--- src/rtl/rfphoenix_valu_sched_if.sv ---
// Bundle between the thread issue stage and the vector ALU issue scheduler:
// per-requester requests and precisions in, grants plus issue/result tags out.
interface rfphoenix_valu_sched_if #(
  parameter int NREQ = 4
);
  localparam int IDW = $clog2(NREQ);

  logic [NREQ-1:0]   req;
  logic [2*NREQ-1:0] req_prc;
  logic              hold;
  logic [NREQ-1:0]   gnt;
  logic              issue_v;
  logic [IDW-1:0]    issue_id;
  logic [1:0]        prc;
  logic              res_v;
  logic [IDW-1:0]    res_id;
  logic              busy;

  modport master (
    output req, req_prc, hold,
    input  gnt, issue_v, issue_id, prc, res_v, res_id, busy
  );

  modport slave (
    input  req, req_prc, hold,
    output gnt, issue_v, issue_id, prc, res_v, res_id, busy
  );
endinterface

--- src/rtl/rfphoenix_valu_sched.sv ---
// Round-robin issue scheduler for the shared vector ALU with per-requester credits,
// a tagged in-flight token pipe and drain-before-switch handling of the global precision.
module rfphoenix_valu_sched #(
  parameter int NREQ   = 4,
  parameter int LAT    = 3,
  parameter int MAXOUT = 2
) (
  input  logic                clk,
  input  logic                rst_n,
  rfphoenix_valu_sched_if.slave bus
);
  localparam int IDW = $clog2(NREQ);

  typedef enum logic {RUN, DRAIN} state_t;
  typedef logic [IDW-1:0] id_t;
  typedef logic [IDW:0]   cand_t;

  state_t     state_q, state_d;
  id_t        rr_q, rr_d;
  logic [1:0] prc_q, prc_d;
  id_t        pend_id_q, pend_id_d;
  logic [1:0] pend_prc_q, pend_prc_d;
  logic       pend_pri_q, pend_pri_d;
  logic [2:0] cnt_q [NREQ];
  logic [2:0] cnt_d [NREQ];
  logic       issue_v_q, issue_v_d;
  id_t        issue_id_q, issue_id_d;
  logic [LAT-1:0] tok_v_q, tok_v_d;
  id_t        tok_id_q [LAT];
  id_t        tok_id_d [LAT];

  logic [1:0]      prc_of [NREQ];
  logic [NREQ-1:0] elig;
  logic            win_found;
  id_t             win_id;
  cand_t           cand;
  logic            pend_ok;
  logic            sel_found;
  id_t             sel_id;
  logic [NREQ-1:0] gnt;
  logic            grant;
  logic            pipe_clear;
  logic            res_v;
  id_t             res_id;

  assign res_v  = tok_v_q[LAT-1];
  assign res_id = tok_id_q[LAT-1];
  assign grant  = |gnt;

  always_comb begin
    for (int i = 0; i < NREQ; i++) begin
      prc_of[i] = bus.req_prc[2*i +: 2];
      elig[i]   = bus.req[i] && (cnt_q[i] < 3'(MAXOUT));
    end
  end

  // First eligible requester at or after rr, wrapping modulo NREQ.
  always_comb begin
    win_found = 1'b0;
    win_id    = '0;
    cand      = '0;
    for (int k = 0; k < NREQ; k++) begin
      cand = cand_t'(rr_q) + cand_t'(k);
      if (cand >= cand_t'(NREQ)) cand = cand - cand_t'(NREQ);
      if (!win_found && elig[cand[IDW-1:0]]) begin
        win_found = 1'b1;
        win_id    = cand[IDW-1:0];
      end
    end
  end

  // The op still in the last stage is leaving this cycle, so it does not block the switch.
  always_comb begin
    pipe_clear = !issue_v_q;
    for (int s = 0; s < LAT - 1; s++) begin
      if (tok_v_q[s]) pipe_clear = 1'b0;
    end
  end

  assign pend_ok   = pend_pri_q && elig[pend_id_q] && (prc_of[pend_id_q] == prc_q);
  assign sel_found = pend_ok || win_found;
  assign sel_id    = pend_ok ? pend_id_q : win_id;

  always_comb begin
    state_d    = state_q;
    rr_d       = rr_q;
    prc_d      = prc_q;
    pend_id_d  = pend_id_q;
    pend_prc_d = pend_prc_q;
    pend_pri_d = pend_pri_q && bus.hold;
    gnt        = '0;
    case (state_q)
      RUN: begin
        if (rst_n && !bus.hold && sel_found) begin
          if (prc_of[sel_id] == prc_q) begin
            gnt[sel_id] = 1'b1;
            rr_d        = (sel_id == id_t'(NREQ - 1)) ? '0 : sel_id + 1'b1;
          end else begin
            state_d    = DRAIN;
            pend_id_d  = sel_id;
            pend_prc_d = prc_of[sel_id];
            pend_pri_d = 1'b0;
          end
        end
      end
      DRAIN: begin
        if (pipe_clear) begin
          state_d    = RUN;
          prc_d      = pend_prc_q;
          pend_pri_d = 1'b1;
        end
      end
      default: state_d = RUN;
    endcase
  end

  // A grant and a returning result on the same requester cancel out.
  always_comb begin
    for (int i = 0; i < NREQ; i++) begin
      cnt_d[i] = cnt_q[i];
      case ({gnt[i], res_v && (res_id == id_t'(i))})
        2'b10:   cnt_d[i] = cnt_q[i] + 3'd1;
        2'b01:   cnt_d[i] = cnt_q[i] - 3'd1;
        default: cnt_d[i] = cnt_q[i];
      endcase
    end
  end

  always_comb begin
    issue_v_d   = grant;
    issue_id_d  = grant ? sel_id : issue_id_q;
    tok_v_d     = tok_v_q;
    tok_v_d[0]  = issue_v_q;
    tok_id_d[0] = issue_id_q;
    for (int s = 1; s < LAT; s++) begin
      tok_v_d[s]  = tok_v_q[s-1];
      tok_id_d[s] = tok_id_q[s-1];
    end
  end

  always_ff @(posedge clk) begin
    if (!rst_n) begin
      state_q    <= RUN;
      rr_q       <= '0;
      prc_q      <= 2'd1;
      pend_id_q  <= '0;
      pend_prc_q <= '0;
      pend_pri_q <= 1'b0;
      issue_v_q  <= 1'b0;
      issue_id_q <= '0;
      tok_v_q    <= '0;
      for (int i = 0; i < NREQ; i++) cnt_q[i] <= '0;
      for (int s = 0; s < LAT; s++) tok_id_q[s] <= '0;
    end else begin
      state_q    <= state_d;
      rr_q       <= rr_d;
      prc_q      <= prc_d;
      pend_id_q  <= pend_id_d;
      pend_prc_q <= pend_prc_d;
      pend_pri_q <= pend_pri_d;
      issue_v_q  <= issue_v_d;
      issue_id_q <= issue_id_d;
      tok_v_q    <= tok_v_d;
      for (int i = 0; i < NREQ; i++) cnt_q[i] <= cnt_d[i];
      for (int s = 0; s < LAT; s++) tok_id_q[s] <= tok_id_d[s];
    end
  end

  assign bus.gnt      = gnt;
  assign bus.issue_v  = issue_v_q;
  assign bus.issue_id = issue_id_q;
  assign bus.prc      = prc_q;
  assign bus.res_v    = res_v;
  assign bus.res_id   = res_id;
  assign bus.busy     = (state_q == DRAIN) || issue_v_q || (|tok_v_q);
endmodule
--- src/flat_wrapper.sv ---
// flat-port wrapper written by rule: the top's interface ports become plain ports
module rfphoenix_valu_sched_flat 
#(
  parameter int NREQ   = 4,
  parameter int LAT    = 3,
  parameter int MAXOUT = 2
)
  (clk, rst_n, bus_req, bus_req_prc, bus_hold, bus_gnt, bus_issue_v, bus_issue_id, bus_prc, bus_res_v, bus_res_id, bus_busy);
  rfphoenix_valu_sched_if #(.NREQ(NREQ)) bus_i ();
  input  logic clk;
  input  logic rst_n;
  input wire logic [$bits(bus_i.req)-1:0] bus_req;
  input wire logic [$bits(bus_i.req_prc)-1:0] bus_req_prc;
  input wire logic [$bits(bus_i.hold)-1:0] bus_hold;
  output wire logic [$bits(bus_i.gnt)-1:0] bus_gnt;
  output wire logic [$bits(bus_i.issue_v)-1:0] bus_issue_v;
  output wire logic [$bits(bus_i.issue_id)-1:0] bus_issue_id;
  output wire logic [$bits(bus_i.prc)-1:0] bus_prc;
  output wire logic [$bits(bus_i.res_v)-1:0] bus_res_v;
  output wire logic [$bits(bus_i.res_id)-1:0] bus_res_id;
  output wire logic [$bits(bus_i.busy)-1:0] bus_busy;
  assign bus_i.req = bus_req;
  assign bus_i.req_prc = bus_req_prc;
  assign bus_i.hold = bus_hold;
  assign bus_gnt = bus_i.gnt;
  assign bus_issue_v = bus_i.issue_v;
  assign bus_issue_id = bus_i.issue_id;
  assign bus_prc = bus_i.prc;
  assign bus_res_v = bus_i.res_v;
  assign bus_res_id = bus_i.res_id;
  assign bus_busy = bus_i.busy;
  rfphoenix_valu_sched #(.NREQ(NREQ), .LAT(LAT), .MAXOUT(MAXOUT)) u_core (.clk(clk), .rst_n(rst_n), .bus(bus_i));
endmodule
--- config.mk ---
export PLATFORM = sky130hd
export DESIGN_NAME = rfphoenix_valu_sched_flat
export DESIGN_NICKNAME = d
export VERILOG_FILES = /design/src/rtl/rfphoenix_valu_sched_if.sv /design/src/rtl/rfphoenix_valu_sched.sv /design/src/flat_wrapper.sv
export SDC_FILE = /design/constraint.sdc
export NUM_CORES = 1
export LEC_CHECK = 0
export ABC_AREA = 1
export BUFFER_PORTS_ARGS = -buffer_cell sky130_fd_sc_hd__buf_4
export CAP_MARGIN = 20
export CORE_ASPECT_RATIO = 0.8
export CORE_UTILIZATION = 55
export DETAILED_ROUTE_END_ITERATION = 6
export PLACE_DENSITY = 0.76
export SYNTH_ARGS = -nofsm -noshare
export SYNTH_HDL_FRONTEND = slang
export SYNTH_SLANG_ARGS = --single-unit
--- constraint.sdc ---
create_clock -name clk -period 3.95 [get_ports clk]
set_input_delay 0.9875 -clock clk [delete_from_list [all_inputs] [get_ports clk]]
set_output_delay 0.9875 -clock clk [all_outputs]
set_load 0.02 [all_outputs]
Yosys cells after proc, flatten, opt, wreduce, memory -nomap -nowiden

Memory sizes are Yosys's and may differ from the RTL's.
Cells that the tools add are included.

Register bits after elaboration: 16
RAM bits: 18
Bits of input ports: 15
Output and inout port bits: 13
Logic and storage cells: 158
Memories kept: 2

Memory list:

| name            | words | width | read ports | clocked after Yosys merged registers in | wr ports | line                       | RTL |
|---|---|---|---|---|---|---|---|
| u_core.cnt_q    | 4     | 3     | 4          | 0                                       | 4        | rfphoenix_valu_sched.sv:24 | `logic [2:0] cnt_q [NREQ];` |
| u_core.tok_id_q | 3     | 2     | 3          | 0                                       | 3        | rfphoenix_valu_sched.sv:29 | `id_t tok_id_q [LAT];` |

Add/subtract/negate cells: 16
Order comparisons: 17
Equal/unequal tests: 14
Mux-type cells: 58
Bitwise logic cells: 11
Reductions and logical operators: 31

Operators by type and width:

| operator                                                   | count |
|---|---|
| 2-to-1 mux 2 bit                                           | 17 |
| one-hot mux 3 bit (2 select lines)                         | 4 |
| 2-to-1 mux 1 bit                                           | 20 |
| less-than comparator 2 x 3 -> 1 bit, second input constant | 6 |
| logical AND 1 bit                                          | 17 |
| greater-or-equal comparator 3 bit, second input constant   | 5 |
| == test 2 bit, second input constant                       | 7 |
| adder 3 x 1 -> 3 bit, second input constant                | 4 |
| less-than comparator 3 x 2 -> 1 bit, second input constant | 4 |
| 2-to-1 mux 3 bit                                           | 4 |
| 2-to-1 mux 4 bit                                           | 3 |
| subtractor 3 x 1 -> 3 bit, second input constant           | 4 |
| binary-select mux 1 bit (select 2 bit)                     | 5 |
| == test 2 x 1 -> 1 bit, second input constant              | 5 |
| binary-select mux 2 bit (select 2 bit)                     | 2 |
| subtractor 2 x 1 -> 2 bit, second input constant           | 4 |
| OR 1 bit                                                   | 7 |
| adder 2 x 2 -> 3 bit, second input constant                | 2 |
| inverter 2 -> 3 bit                                        | 2 |
| AND reduction 3 bit                                        | 2 |
| logical NOT 1 bit                                          | 5 |
| == test 2 bit                                              | 2 |
| one-hot mux 1 bit (2 select lines)                         | 2 |
| OR reduction 4 bit                                         | 1 |
| other kinds (10)                                           | 13 |

Logic depth before layout (Yosys ltp)

Gate-level depths: netlist (run 1).
An unclocked memory read counts as a cell.

Depth in word-level cells: 27
Gate-level depth with buffers: 28
Depth with buffers taken out: 27

Least setup slack after synthesis (run 1)

No wires, ideal clock.

Path type: input-to-output
From: input port bus_req_prc[2]
To: output port bus_gnt[0]
Arrival: 2.586 ns
Required time: 2.963 ns
Slack: 0.377 ns
Stages: 18
Buffers on the path: 0
Path through: nand2_1 -> nand3_2 -> nand2_1 -> nand2_1 -> nand2_2 -> inv_2 -> nand2_1 -> nor2_2 -> nand2_1 -> a21boi_4 -> nand3_1 -> nand3_2 -> nand2_4 -> nor2_4 -> nand2_1 -> inv_2 -> nand2_1 -> inv_1

Longest elaborated chain between the ends: 14
Elaborated cells between the ends (all ways): 21
Those cells by class: order compare: 2; eq/ne: 2; mux: 12; bitwise: 1; reduce/logical: 4

Ends and longest elaborated chain:

| item                                                                        | line                       | RTL |
|---|---|---|
| start: declaration                                                          | flat_wrapper.sv:13         | `input wire logic [$bits(bus_i.req_prc)-1:0] bus_req_prc;` |
| binary-select mux 2 bit (select 2 bit) (*)                                  | rfphoenix_valu_sched.sv:80 | `assign pend_ok = pend_pri_q && elig[pend_id_q] && (prc_of[pend_id_q] == prc_q);` |
| 2-to-1 mux 2 bit (not written as such) (*) (2 in a row)                     | rfphoenix_valu_sched.sv:80 |  |
| == test 2 bit (*)                                                           | rfphoenix_valu_sched.sv:80 |  |
| logical AND 1 bit (*)                                                       | rfphoenix_valu_sched.sv:80 |  |
| 2-to-1 mux 2 bit (*)                                                        | rfphoenix_valu_sched.sv:82 | `assign sel_id = pend_ok ? pend_id_q : win_id;` |
| named net u_core.sel_id[1]                                                  | rfphoenix_valu_sched.sv:39 | `id_t sel_id;` |
| branches (longest 5 deep; another with less-than comparator 2 x 3 -> 1 bit) | -                          |  |
| 2-to-1 mux 4 bit (*)                                                        | rfphoenix_valu_sched.sv:95 | `if (prc_of[sel_id] == prc_q) begin` |
| 2-to-1 mux 4 bit (*)                                                        | rfphoenix_valu_sched.sv:94 | `if (rst_n && !bus.hold && sel_found) begin` |
| 2-to-1 mux 4 bit (*)                                                        | rfphoenix_valu_sched.sv:92 | `case (state_q)` |
| end: declaration                                                            | flat_wrapper.sv:15         | `output wire logic [$bits(bus_i.gnt)-1:0] bus_gnt;` |

Mark *: on every way through the listed nets, which the timed path passes. The select of a mux whose other input is x is not followed.

Worst setup path in the final report (run 1)

From: input port bus_req_prc[1]
To: output port bus_gnt[0]

The elaborated chain is that of the path after synthesis.

==> results of run 1 <==
==> worst max-delay path: stages <==
cell	delay (ps)
buf_4	120
nand2_1	70
nand3_2	100
nand2_1	110
nand2_1	60
nand2_2	80
nand2_2	80
nor2_4	150
nor2_4	60
a21boi_4	250
nand3_2	150
nand3_2	100
nand2_4	70
nor2_4	100
nand2_2	90
clkinv_4	110
nand2_4	50
inv_2	50
buf_6	100
==> sequential cells by signal, indices dropped and copies added (netlist names) <==
register             flops
u_core.bus.issue_id      2
u_core.bus.issue_v       1
u_core.bus.prc           2
u_core.cnt_q            12
u_core.pend_id_q         2
u_core.pend_prc_q        2
u_core.pend_pri_q        1
u_core.rr_q              2
u_core.state_q           1
u_core.tok_id_q          6
u_core.tok_v_q           3
==> power breakdown <==
group	total [mW]	switching [mW]	internal, mW
clock	0.388	0.135	0.253
combinational	1.88	1.16	0.717
sequential	0.481	0.0778	0.403
total	2.75	1.38	1.37
==> cell type report <==
| class | count | area [um^2] | area share, % |
|---|---|---|---|
| Clock buffer | 5 | 68.82 | 2.308 |
| Clock inverter | 3 | 68.82 | 2.308 |
| Inverter | 57 | 231.5 | 7.763 |
| Tap cell | 55 | 68.82 | 2.308 |
| Timing Repair Buffer | 39 | 319.1 | 10.70 |
| Multi-Input combinational cell | 227 | 1541 | 51.70 |
| Sequential cell | 34 | 683.2 | 22.91 |
==> per-stage QoR <==
step | total power [mW] | cell area (um^2) | hold slack [ps]
final | 2.748 | 2982 | 413.8
after global routing | 2.943 | 2982 | 427.0
after CTS | 2.352 | 2741 | 415.3
after detailed placement | 1.916 | 2587 | 397.4
after global placement | 1.897 | 2587 | 393.4
after floorplan | 1.666 | 2361 | 390.5
==> per-layer routing <==
layer	up-vias	part of all wire, %
met5	-	0
met4	0	1.7
met3	12	7.3
met2	78	46
met1	1000	45
li1	1124	-
==> cells by family (layout without fill, tap and decap cells) <==
kind of cell               after synthesis  in the layout
AOI/OAI and AO/OA                       51             51
adders and majority gates               12             12
buffers and inverters                   65            104
DFF                                     34             34
and+or+nand+nor                        163            164
==> cell usage after synthesis, drive strengths merged <==
library cell and instances:
o211ai 3, nand2 81, nand4 2, dfxtp 34, a31oi 1, clkbuf 3
inv 56, a21oi 26, a21boi 1, nor3 5, fa 4, nand3 53
nor2 18, clkinv 1, o21ai 20, buf 5, nand3b 3, ha 8
nor4 1
==> worst max-delay path by stage <==
stage                        start          to  slack, ps  cells after the start
finish              bus_req_prc[1]  bus_gnt[0]         50                     19
global route        bus_req_prc[0]  bus_gnt[0]        -70                     20
CTS                 bus_req_prc[2]  bus_gnt[1]         30                     21
detailed placement  bus_req_prc[2]  bus_gnt[1]        -10                     20
global placement    bus_req_prc[2]  bus_gnt[3]         50                     20
floorplan           bus_req_prc[2]  bus_gnt[0]        380                     18
==> what timing repair did <==
item | CTS | global route
buffers inserted | 1 | 9
pin swaps | 0 | 21
gates resized for setup | 1 | 50
setup endpoints to repair | 4 | 4
cloned | 0 | 1
==> results.json, run 1 <==
{
  "status": "completed",
  "dr.pass1.iters": 6,
  "cap_violations": 0,
  "clk_pin_slew_ps": 70,
  "holdPathEnd": "u_core.tok_id_q[0][2]$_SDFF_PN0_",
  "syn_inst": 325,
  "place.port_buffers": 27,
  "netlist_area_um2": 2361,
  "worstMarginPinSlew_ps": 438.2,
  "r2r-end": "u_core.cnt_q[3][2]$_SDFFE_PN0P_",
  "layout_setup_ws_ps": 47.83,
  "post_drt_wl_per_cell_um": 12.91,
  "io-pin-count": 28,
  "numCtsBuffers": 5,
  "drv_slew": 0,
  "use_met3_pct": 5.980,
  "drtIter0Drc": 121,
  "yosysWarnings": 0,
  "fmax_mhz": 256.3,
  "synth_mux_area_share_pct": 0,
  "via_per_inst": 5.271,
  "die_area_um2": 4560,
  "first_global_vias": 1826,
  "yosys.area_share.simple_pct": 39.27,
  "track_usage_pct": 24.50,
  "layout-drive-gt1-share_pct": 36.44,
  "dp_cells": 401,
  "crit_required_ps": 2960,
  "std_cell_rows": 20,
  "finalHoldViolations": 0,
  "mostFrequentLayoutCells": "47 x inv_1, 46 x nand2_1, 32 x buf_4, 32 x dfxtp_1",
  "grt_pass1_wl_mm": 8.238,
  "fin_nets": 391,
  "utilization_pct": 75.41,
  "p_leak_nw": 1.424,
  "antenna_found_initial": 0,
  "hp-start": "u_core.tok_id_q[0][0]$_SDFF_PN0_",
  "antenna_left": 0,
  "cts_sinks": 34,
  "start_util_pct": 59.72,
  "overflow": 0,
  "fp.dieW_um": 75.25,
  "met2_usage_pct": 36.42,
  "drc": 0,
  "ff2ff_setup_slack_ps": 420,
  "final_cells": 420,
  "worstHoldPathType": "reg -> reg",
  "synth_top_cell_by_area": "dfxtp_1",
  "synthXorXnorAreaFrac_pct": 0,
  "core-area_um2": 3954,
  "final.period_utilization_pct": 98.79,
  "wirelength_mm": 5.423,
  "vias": 2214,
  "peakVddDrop_mv": 0.6009,
  "gp_congestion": 0.8668,
  "fillCellCount": 320,
  "synth_compound_area_share_pct": 12.24,
  "r2r_start": "u_core.pend_id_q[1]$_SDFFE_PN0P_",
  "synth_top_family_by_area": "simple AND/OR/NAND/NOR gates",
  "clock-root-buffer": "clkbuf_8",
  "htree_levels": 2,
  "place_ws_ps": -14.55,
  "synth_area_leaders": "dfxtp_1 29%, nand2_1 10%, inv_1 8.1%, nand3_1 7.4%, nand3_2 7.2%",
  "crit_type": "in -> out",
  "yosysSeqAreaShare_pct": 28.83,
  "synth_nets": 352,
  "use_met1_pct": 34.57,
  "fin_setup_tns_ps": 0,
  "worst_clock_skew_ps": 7.244,
  "setup_violations": 0,
  "postSynthAreaPerCell_um2": 7.265,
  "critPathCaptureType": "output port",
  "cts_tree": "yes",
  "dp_hpwl_mm": 3.789,
  "worst_r2r_path_depth": 25,
  "hold_path_depth": 2,
  "grt_max_degree": 26,
  "final_common_cell": "inv_1",
  "period_needed_ps": 3902,
  "cts_hold_buf": 0,
  "clockBufferDepth": 2,
  "die_h_um": 60.60,
  "busiest_layer": "met2",
  "synth_top_area_share_pct": 28.83,
  "critical_path.max_fanout": 5,
  "slew_headroom_pct": 70.57,
  "synth_cell_types": 31,
  "areaGrowthSynthToFinish_pct": 26.29,
  "power-per-cell-area_nw_per_um2": 921.8,
  "diodes": 0,
  "clk_latency_ps": 300,
  "cp.arrival_ps": 2910,
  "cp-start-kind": "input port",
  "synth-seq-cells": 34,
  "synthAdderAreaFrac_pct": 7.631
}
Note: power is estimated with default switching activity, not from simulation.
==> run 2, diff against run 1 <==
--- a/config.mk
+++ b/config.mk
@@ -10,6 +10,9 @@
 export CAP_MARGIN = 20
+export CELL_PAD_IN_SITES_DETAIL_PLACEMENT = 0
+export CELL_PAD_IN_SITES_GLOBAL_PLACEMENT = 1
 export CORE_ASPECT_RATIO = 0.8
-export CORE_UTILIZATION = 55
+export CORE_UTILIZATION = 42
+export CTS_CLUSTER_DIAMETER = 80
 export DETAILED_ROUTE_END_ITERATION = 6
-export PLACE_DENSITY = 0.76
+export PLACE_DENSITY_LB_ADDON = 0.1
 export SYNTH_ARGS = -nofsm -noshare
==> constraint.sdc (replaced) <==
create_clock -name clk -period 3.95 [get_ports clk]
set_input_delay 0.395 -clock clk [delete_from_list [all_inputs] [get_ports clk]]
set_output_delay 0.395 -clock clk [all_outputs]
set_load 0.02 [all_outputs]
==> run 2 against run 1 <==
  * Flip-flop and latch count stayed put
  * Non-clock buffer count is 12 lower
  * Total power decreased by 20%
  * Critical path depth is 8 higher
  * Maximum frequency grew 12%
  * Utilization decreased by 26 points
  * Final cell count grew 2.4%
  * Clock skew down 2.9 ps
  * Clock power shrank 20%
  * Worst hold slack worse by 3.5 ps
  * Via count decreased by 7.5%
  * Global-route usage is 4.9 points lower
  * Critical endpoint is now u_core.cnt_q[0][2]$_SDFFE_PN0P_
==> results.json, run 2 (synthesized netlist as in run 1, its figures left out) <==
{
  "status": "completed",
  "critical_path.max_fanout": 12,
  "numCtsBuffers": 5,
  "r2r-end": "u_core.cnt_q[0][2]$_SDFFE_PN0P_",
  "cts_hold_buf": 0,
  "final_common_cell": "nand2_1",
  "critPathSlowestCell": "dfxtp_1",
  "fmax_mhz": 287.4,
  "worstHoldPathType": "in -> reg",
  "cap_violations": 0,
  "die_area_um2": 5927,
  "areaGrowthSynthToFinish_pct": 14.84,
  "dp_hpwl_mm": 4.203,
  "wirelength_mm": 5.264,
  "final.period_utilization_pct": 88.09,
  "cts_resized": 0,
  "ff2ff_setup_slack_ps": 470,
  "dr.pass1.iters": 4,
  "crit_top_cell": "nand2_1",
  "std_cell_rows": 24,
  "post_drt_wl_per_cell_um": 12.24,
  "p_leak_nw": 1.293,
  "cts_sinks": 34,
  "vias": 2047,
  "htree_levels": 2,
  "clock-root-buffer": "clkbuf_8",
  "cp.arrival_ps": 3640,
  "hold_path_depth": 3,
  "overflow": 0,
  "worst_clock_skew_ps": 4.338,
  "core-area_um2": 5435,
  "grt_pass1_wl_mm": 9.218,
  "cts_tree": "yes",
  "crit_required_ps": 4110,
  "drtIter0Drc": 90,
  "setup_violations": 0,
  "io-pin-count": 28,
  "clockBufferDepth": 2,
  "track_usage_pct": 19.64,
  "finalHoldViolations": 0,
  "fin_setup_tns_ps": 0,
  "cp_top_family": "simple AND/OR/NAND/NOR gates",
  "hp-start": "bus_hold",
  "gp_congestion": 0.8975,
  "largestRegisters": "u_core.cnt_q: 12 flops, u_core.tok_id_q: 6 flops, u_core.tok_v_q: 3 flops",
  "rsz0062_at_grt": "no",
  "multi_input_area_um2": 1396,
  "crit_type": "reg -> reg",
  "mostFrequentLayoutCells": "64 x nand2_1, 51 x inv_1, 35 x nand3_1, 33 x dfxtp_1, 27 x buf_4",
  "clk_pin_slew_ps": 70,
  "cp-start-kind": "flip-flop",
  "top_register": "u_core.cnt_q",
  "layout-drive-gt1-share_pct": 25.00,
  "antenna_found_initial": 0,
  "via_per_inst": 4.760,
  "worst_r2r_path_depth": 27,
  "fillCellCount": 547,
  "worstMarginPinSlew_ps": 394.3,
  "grt_max_degree": 27,
  "largest_register_ffs": 12,
  "final_cells": 430,
  "path_buf_inv": 4,
  "period_needed_ps": 3480,
  "place.port_buffers": 27,
  "fp.dieW_um": 85.83,
  "dp_cells": 422,
  "clk_latency_ps": 280,
  "fin_nets": 378,
  "critPathCaptureType": "flip-flop",
  "drc": 0,
  "power-per-cell-area_nw_per_um2": 814.1,
  "postCtsSetupBuffers": 0,
  "antenna_left": 0,
  "diodes": 0,
  "regArea_um2": 681.9,
  "die_h_um": 69.06,
  "first_global_vias": 1921,
  "r2r_start": "u_core.pend_id_q[0]$_SDFFE_PN0P_",
  "finalPower_mw": 2.207,
  "start_util_pct": 43.44,
  "cpPeakStageDelay_ps": 560,
  "slew_headroom_pct": 73.60,
  "peakVddDrop_mv": 0.4011,
  "holdPathEnd": "u_core.pend_pri_q$_SDFF_PN0_",
  "drv_slew": 0,
  "hold_ws_ps": 410.3
}
[run 2: changes by cell type in the layout (fill, tap and decap cells not counted), moves of 3 or more]
cell     before  now
nand2_1      46   64
inv_2         6    3
inv_1        47   51
nand3_1      26   35
buf_6         7    0
nand2_2      25   12
nand2_4      10    5
nand3_2      26   17
buf_4        32   27
[run 2: worst reg2reg max path, cell delays in order (launching register included)]
cell and delay (ps):
dfxtp_1 560, inv_4 100, nand2_1 90, nand3_2 90
nand2_1 100, nand2_1 50, nand2_1 90, nor2_2 50
nand3_1 60, nand2_1 80, inv_4 110, nand2_4 120
nand2_1 100, nand2_1 50, nand2_1 90, nand3_2 100
nand2_4 110, nor2_4 40, nand2_1 140, inv_2 70
nand2_1 90, ha_1 160, inv_1 80, fa_1 380
a21oi_1 140, o21ai_0 110, o21ai_0 150, a21oi_1 60
[run 2: worst max path at each step]
stage | startpoint | depth (start not counted) | endpoint
after global routing | u_core.pend_id_q[0]$_SDFFE_PN0P_ | 27 | u_core.cnt_q[1][2]$_SDFFE_PN0P_
final | u_core.pend_id_q[0]$_SDFFE_PN0P_ | 27 | u_core.cnt_q[0][2]$_SDFFE_PN0P_
after CTS | u_core.rr_q[0]$_SDFFE_PN0P_ | 25 | u_core.cnt_q[2][2]$_SDFFE_PN0P_
after floorplan | u_core.rr_q[0]$_SDFFE_PN0P_ | 27 | u_core.cnt_q[2][2]$_SDFFE_PN0P_
after global placement | u_core.cnt_q[2][1]$_SDFFE_PN0P_ | 26 | u_core.cnt_q[2][2]$_SDFFE_PN0P_
after detailed placement | u_core.rr_q[0]$_SDFFE_PN0P_ | 23 | u_core.cnt_q[0][2]$_SDFFE_PN0P_
[run 2: routing by layer]
metal | routed length, um | vias to the layer above | share of wire [%] | track usage [%]
li1 | - | 1095 | - | -
met3 | 175 | 2 | 3.3 | 4.072
met2 | 2233 | 26 | 42 | 30.13
met1 | 2831 | 924 | 54 | 28.23
met4 | 24 | 0 | 0.46 | 4.444
met5 | 0 | - | 0 | 0
[run 2: cell type report]
type | instances | area share [%]
Clock buffer | 5 | 2.538
Clock inverter | 3 | 1.477
Inverter | 57 | 8.260
Multi-Input combinational cell | 226 | 51.50
Sequential cell | 34 | 25.15
Tap cell | 78 | 3.599
Timing Repair Buffer | 27 | 7.476
[run 2: through the flow]
stage / utilization, % / cell area [um^2] / worst slack [ps]
floorplan: - / 2361 / 961.6
CTS: 49.86 / 2710 / 453.5
global placement: 47.86 / 2601 / 525.5
global route: 49.88 / 2711 / 64.70
finish: 49.88 / 2711 / 470.4
detailed placement: 47.86 / 2601 / 468.5
[run 2: where the power goes]
part	switching, mW	internal [mW]
clock network	0.123	0.186
logic	0.940	0.484
registers	0.0715	0.403
==> run 3, diff against run 2 <==
Settings changed: ABC_AREA 1 to not set, CORE_UTILIZATION 42 to 44, GPL_ROUTABILITY_DRIVEN set to 0, SKIP_LAST_GASP set to 1.
==> run 3 against run 2 <==
  * The run now ends with negative setup slack left
  * Final cell count shrank 15%
  * Maximum frequency down 12%
  * Cell area increased by 13%
  * Sequential power shrank 23%
  * Via count shrank 6.0%
  * First-iteration DRC count up 87%
  * Combinational power fell by 83%
  * Non-clock buffer count grew 48
  * Setup slack worse by 490 ps
  * Clock power grew 25%
  * Sequential share of layout area down 2.8 points
  * Critical path depth down 10
  * Critical path type unchanged
==> results.json, run 3 <==
{
  "status": "complete, but fails checks",
  "violations": "negative setup slack",
  "antenna_found_initial": 0,
  "worst_r2r_path_depth": 17,
  "top_register": "u_core.cnt_q",
  "syn_inst": 230,
  "netlist_area_um2": 2176,
  "cp.arrival_ps": 4190,
  "wirelength_mm": 5.358,
  "power-per-cell-area_nw_per_um2": 325.6,
  "hp-start": "bus_hold",
  "cts_sinks": 34,
  "clk_latency_ps": 290,
  "synth_top_area_share_pct": 31.28,
  "p_leak_nw": 1.263,
  "cp-start-kind": "flip-flop",
  "clockBufferDepth": 2,
  "areaGrowthSynthToFinish_pct": 40.60,
  "largestRegisters": "u_core.cnt_q: 12 flops, u_core.tok_id_q: 6 flops, u_core.tok_v_q: 3 flops",
  "synthAdderAreaFrac_pct": 8.281,
  "async_flop_share_pct": 0,
  "final.period_utilization_pct": 100.5,
  "dpl_cell_area_um2": 2741,
  "synth-seq-cells": 34,
  "synth_compound_area_share_pct": 17.19,
  "core-area_um2": 4679,
  "ff2ff_setup_slack_ps": -20,
  "synth_top_family_by_area": "simple AND/OR/NAND/NOR gates",
  "synthXorXnorAreaFrac_pct": 5.635,
  "setup_violations": 2,
  "crit_type": "reg -> reg",
  "clk_pin_slew_ps": 70,
  "place_ws_ps": -165.0,
  "cap_violations": 0,
  "yosysWarnings": 0,
  "rsz0062_at_grt": "yes",
  "fin_nets": 332,
  "dp_hpwl_mm": 3.924,
  "crit_required_ps": 4170,
  "layout-drive-gt1-share_pct": 41.83,
  "postSynthAreaPerCell_um2": 9.460,
  "htree_levels": 2,
  "post_drt_wl_per_cell_um": 14.64,
  "grt_pass1_wl_mm": 8.859,
  "largest_register_ffs": 12,
  "synth.most_common_cell": "dfxtp_1",
  "diodes": 0,
  "fillCellCount": 383,
  "worstMarginPinSlew_ps": 607.7,
  "grt_max_degree": 21,
  "first_global_vias": 1830,
  "synth_edf_count": 0,
  "synth_cell_types": 57,
  "final_cells": 366,
  "worst_clock_skew_ps": 5.732,
  "start_util_pct": 46.50,
  "synth_top_cell_by_area": "dfxtp_1",
  "place.port_buffers": 27,
  "finalPower_mw": 0.9961,
  "fmax_mhz": 251.9,
  "yosys.area_share.simple_pct": 24.67,
  "hold_path_depth": 3,
  "dp_cells": 354,
  "r2r_start": "u_core.pend_id_q[0]$_SDFFE_PN0P_",
  "cts_tree": "yes",
  "r2r-end": "u_core.cnt_q[1][2]$_SDFFE_PN0P_",
  "die_h_um": 64.90,
  "track_usage_pct": 22.06,
  "critPathCaptureType": "flip-flop",
  "via_per_inst": 5.260,
  "layout_setup_ws_ps": -20.29,
  "period_needed_ps": 3970,
  "synth_nets": 257,
  "vias": 1925,
  "drc": 0,
  "slew_headroom_pct": 58.96,
  "ys.flop_type": "dfxtp_1",
  "final_common_cell": "buf_4",
  "peakVddDrop_mv": 0.2721,
  "mostFrequentLayoutCells": "70 x buf_4, 33 x dfxtp_1, 20 x nand2_1, 16 x inv_1, 13 x nor2_1",
  "ys_top_cells_by_count": "34 x dfxtp_1, 21 x nand2_1, 18 x inv_1",
  "die_area_um2": 5232,
  "holdPathEnd": "u_core.pend_pri_q$_SDFF_PN0_",
  "yosysSeqAreaShare_pct": 31.28,
  "fin_setup_tns_ps": -33.90,
  "clock-root-buffer": "clkbuf_8",
  "cts_hold_buf": 0,
  "synth_area_leaders": "dfxtp_1 31%, ha_1 4.6%, mux2i_1 4.6%, nor4_4 3.9%, and2_1 3.7%",
  "drv_slew": 0,
  "std_cell_rows": 22,
  "antenna_left": 0,
  "worstHoldPathType": "in -> reg",
  "finalHoldViolations": 0,
  "io-pin-count": 28,
  "overflow": 0,
  "fp.dieW_um": 80.62,
  "drtIter0Drc": 168,
  "post-route-cell-area_um2": 3059,
  "dr.pass1.iters": 4,
  "critical_path.max_fanout": 5,
  "synth_mux_area_share_pct": 7.706,
  "numCtsBuffers": 5
}
run 3: cell count changes in the layout (fill, tap and decap cells not counted), sizes merged, moves of 5 or more:
cell	previous run	this run
nand2	81	21
nand3	53	4
buf	27	75
inv	56	19
a21oi	26	13
and2	0	13
o21ai	20	7
mux2i	0	10
xor2	0	8
or3	0	7
nor3b	0	5
nor4	1	6
run 3: kinds of logic (layout without fill, tap and decap cells):
group | count (synthesis) | in the layout
compound gates | 47 | 47
xor+xnor | 11 | 11
fa+ha+maj | 12 | 12
buf+inv | 26 | 102
flops | 34 | 34
mux | 14 | 14
simple gates | 86 | 86
run 3: critical path: stages, from the launching register on:
cell and delay (ps):
dfxtp_4 380, mux4_2 610, xnor2_4 230, o2111ai_4 170, a211oi_4 350, inv_2 60, a211o_1 330, buf_6 130
a21boi_4 180, nor4_4 70, buf_4 160, nand2_1 70, ha_2 170, inv_1 50, fa_2 330, xor2_1 150
or3_1 330, a21oi_2 110
run 3: repair_timing:
item | CTS | global route
gates resized for setup | 12 | 25
buffers inserted | 1 | 3
pin swaps | 8 | 11
endpoints found under the setup margin | 11 | 13
run 3: area by class of cell:
cell class              count  area [um^2]  area share (%)
multi-input cells         170         1509           49.33
flip-flops and latches     34        684.4           22.37
repair buffers             75        581.8           19.02
well taps                  60        75.07           2.454
inverters                  19        71.32           2.331
clock buffers               5        68.82           2.249
clock inverters             3        68.82           2.249
run 3: worst max-delay path by stage:
stage,end,slack (ps),depth (start not counted),start
after floorplan,u_core.cnt_q[1][2]$_SDFFE_PN0P_,60,16,u_core.pend_id_q[0]$_SDFFE_PN0P_
after global placement,u_core.cnt_q[3][2]$_SDFFE_PN0P_,-60,15,bus_req[2]
after detailed placement,u_core.cnt_q[0][2]$_SDFFE_PN0P_,-160,15,bus_req_prc[7]
after CTS,u_core.cnt_q[2][2]$_SDFFE_PN0P_,7,18,u_core.cnt_q[1][1]$_SDFFE_PN0P_
after global routing,u_core.cnt_q[3][2]$_SDFFE_PN0P_,-240,17,u_core.pend_id_q[0]$_SDFFE_PN0P_
final,u_core.cnt_q[1][2]$_SDFFE_PN0P_,-20,17,u_core.pend_id_q[0]$_SDFFE_PN0P_
run 3: per-layer routing:
metal,GRT usage (%),share of wire (%)
met1,31.24,46
met2,34.75,48
met3,3.662,5.7
met4,5.134,0.78
met5,0,0
run 3: stage by stage:
stage               utilization, %  hold WS [ps]
detailed placement           58.58         430.8
floorplan                        -         411.9
global placement             58.58         423.4
global route                 65.37         397.0
finish                       65.37         377.0
CTS                          63.21         375.5
run 3: report_power, final:
part           switching (mW)  internal, mW  total [mW]
Clock                   0.132         0.253       0.385
Combinational           0.123         0.123       0.246
Sequential             0.0111         0.354       0.365
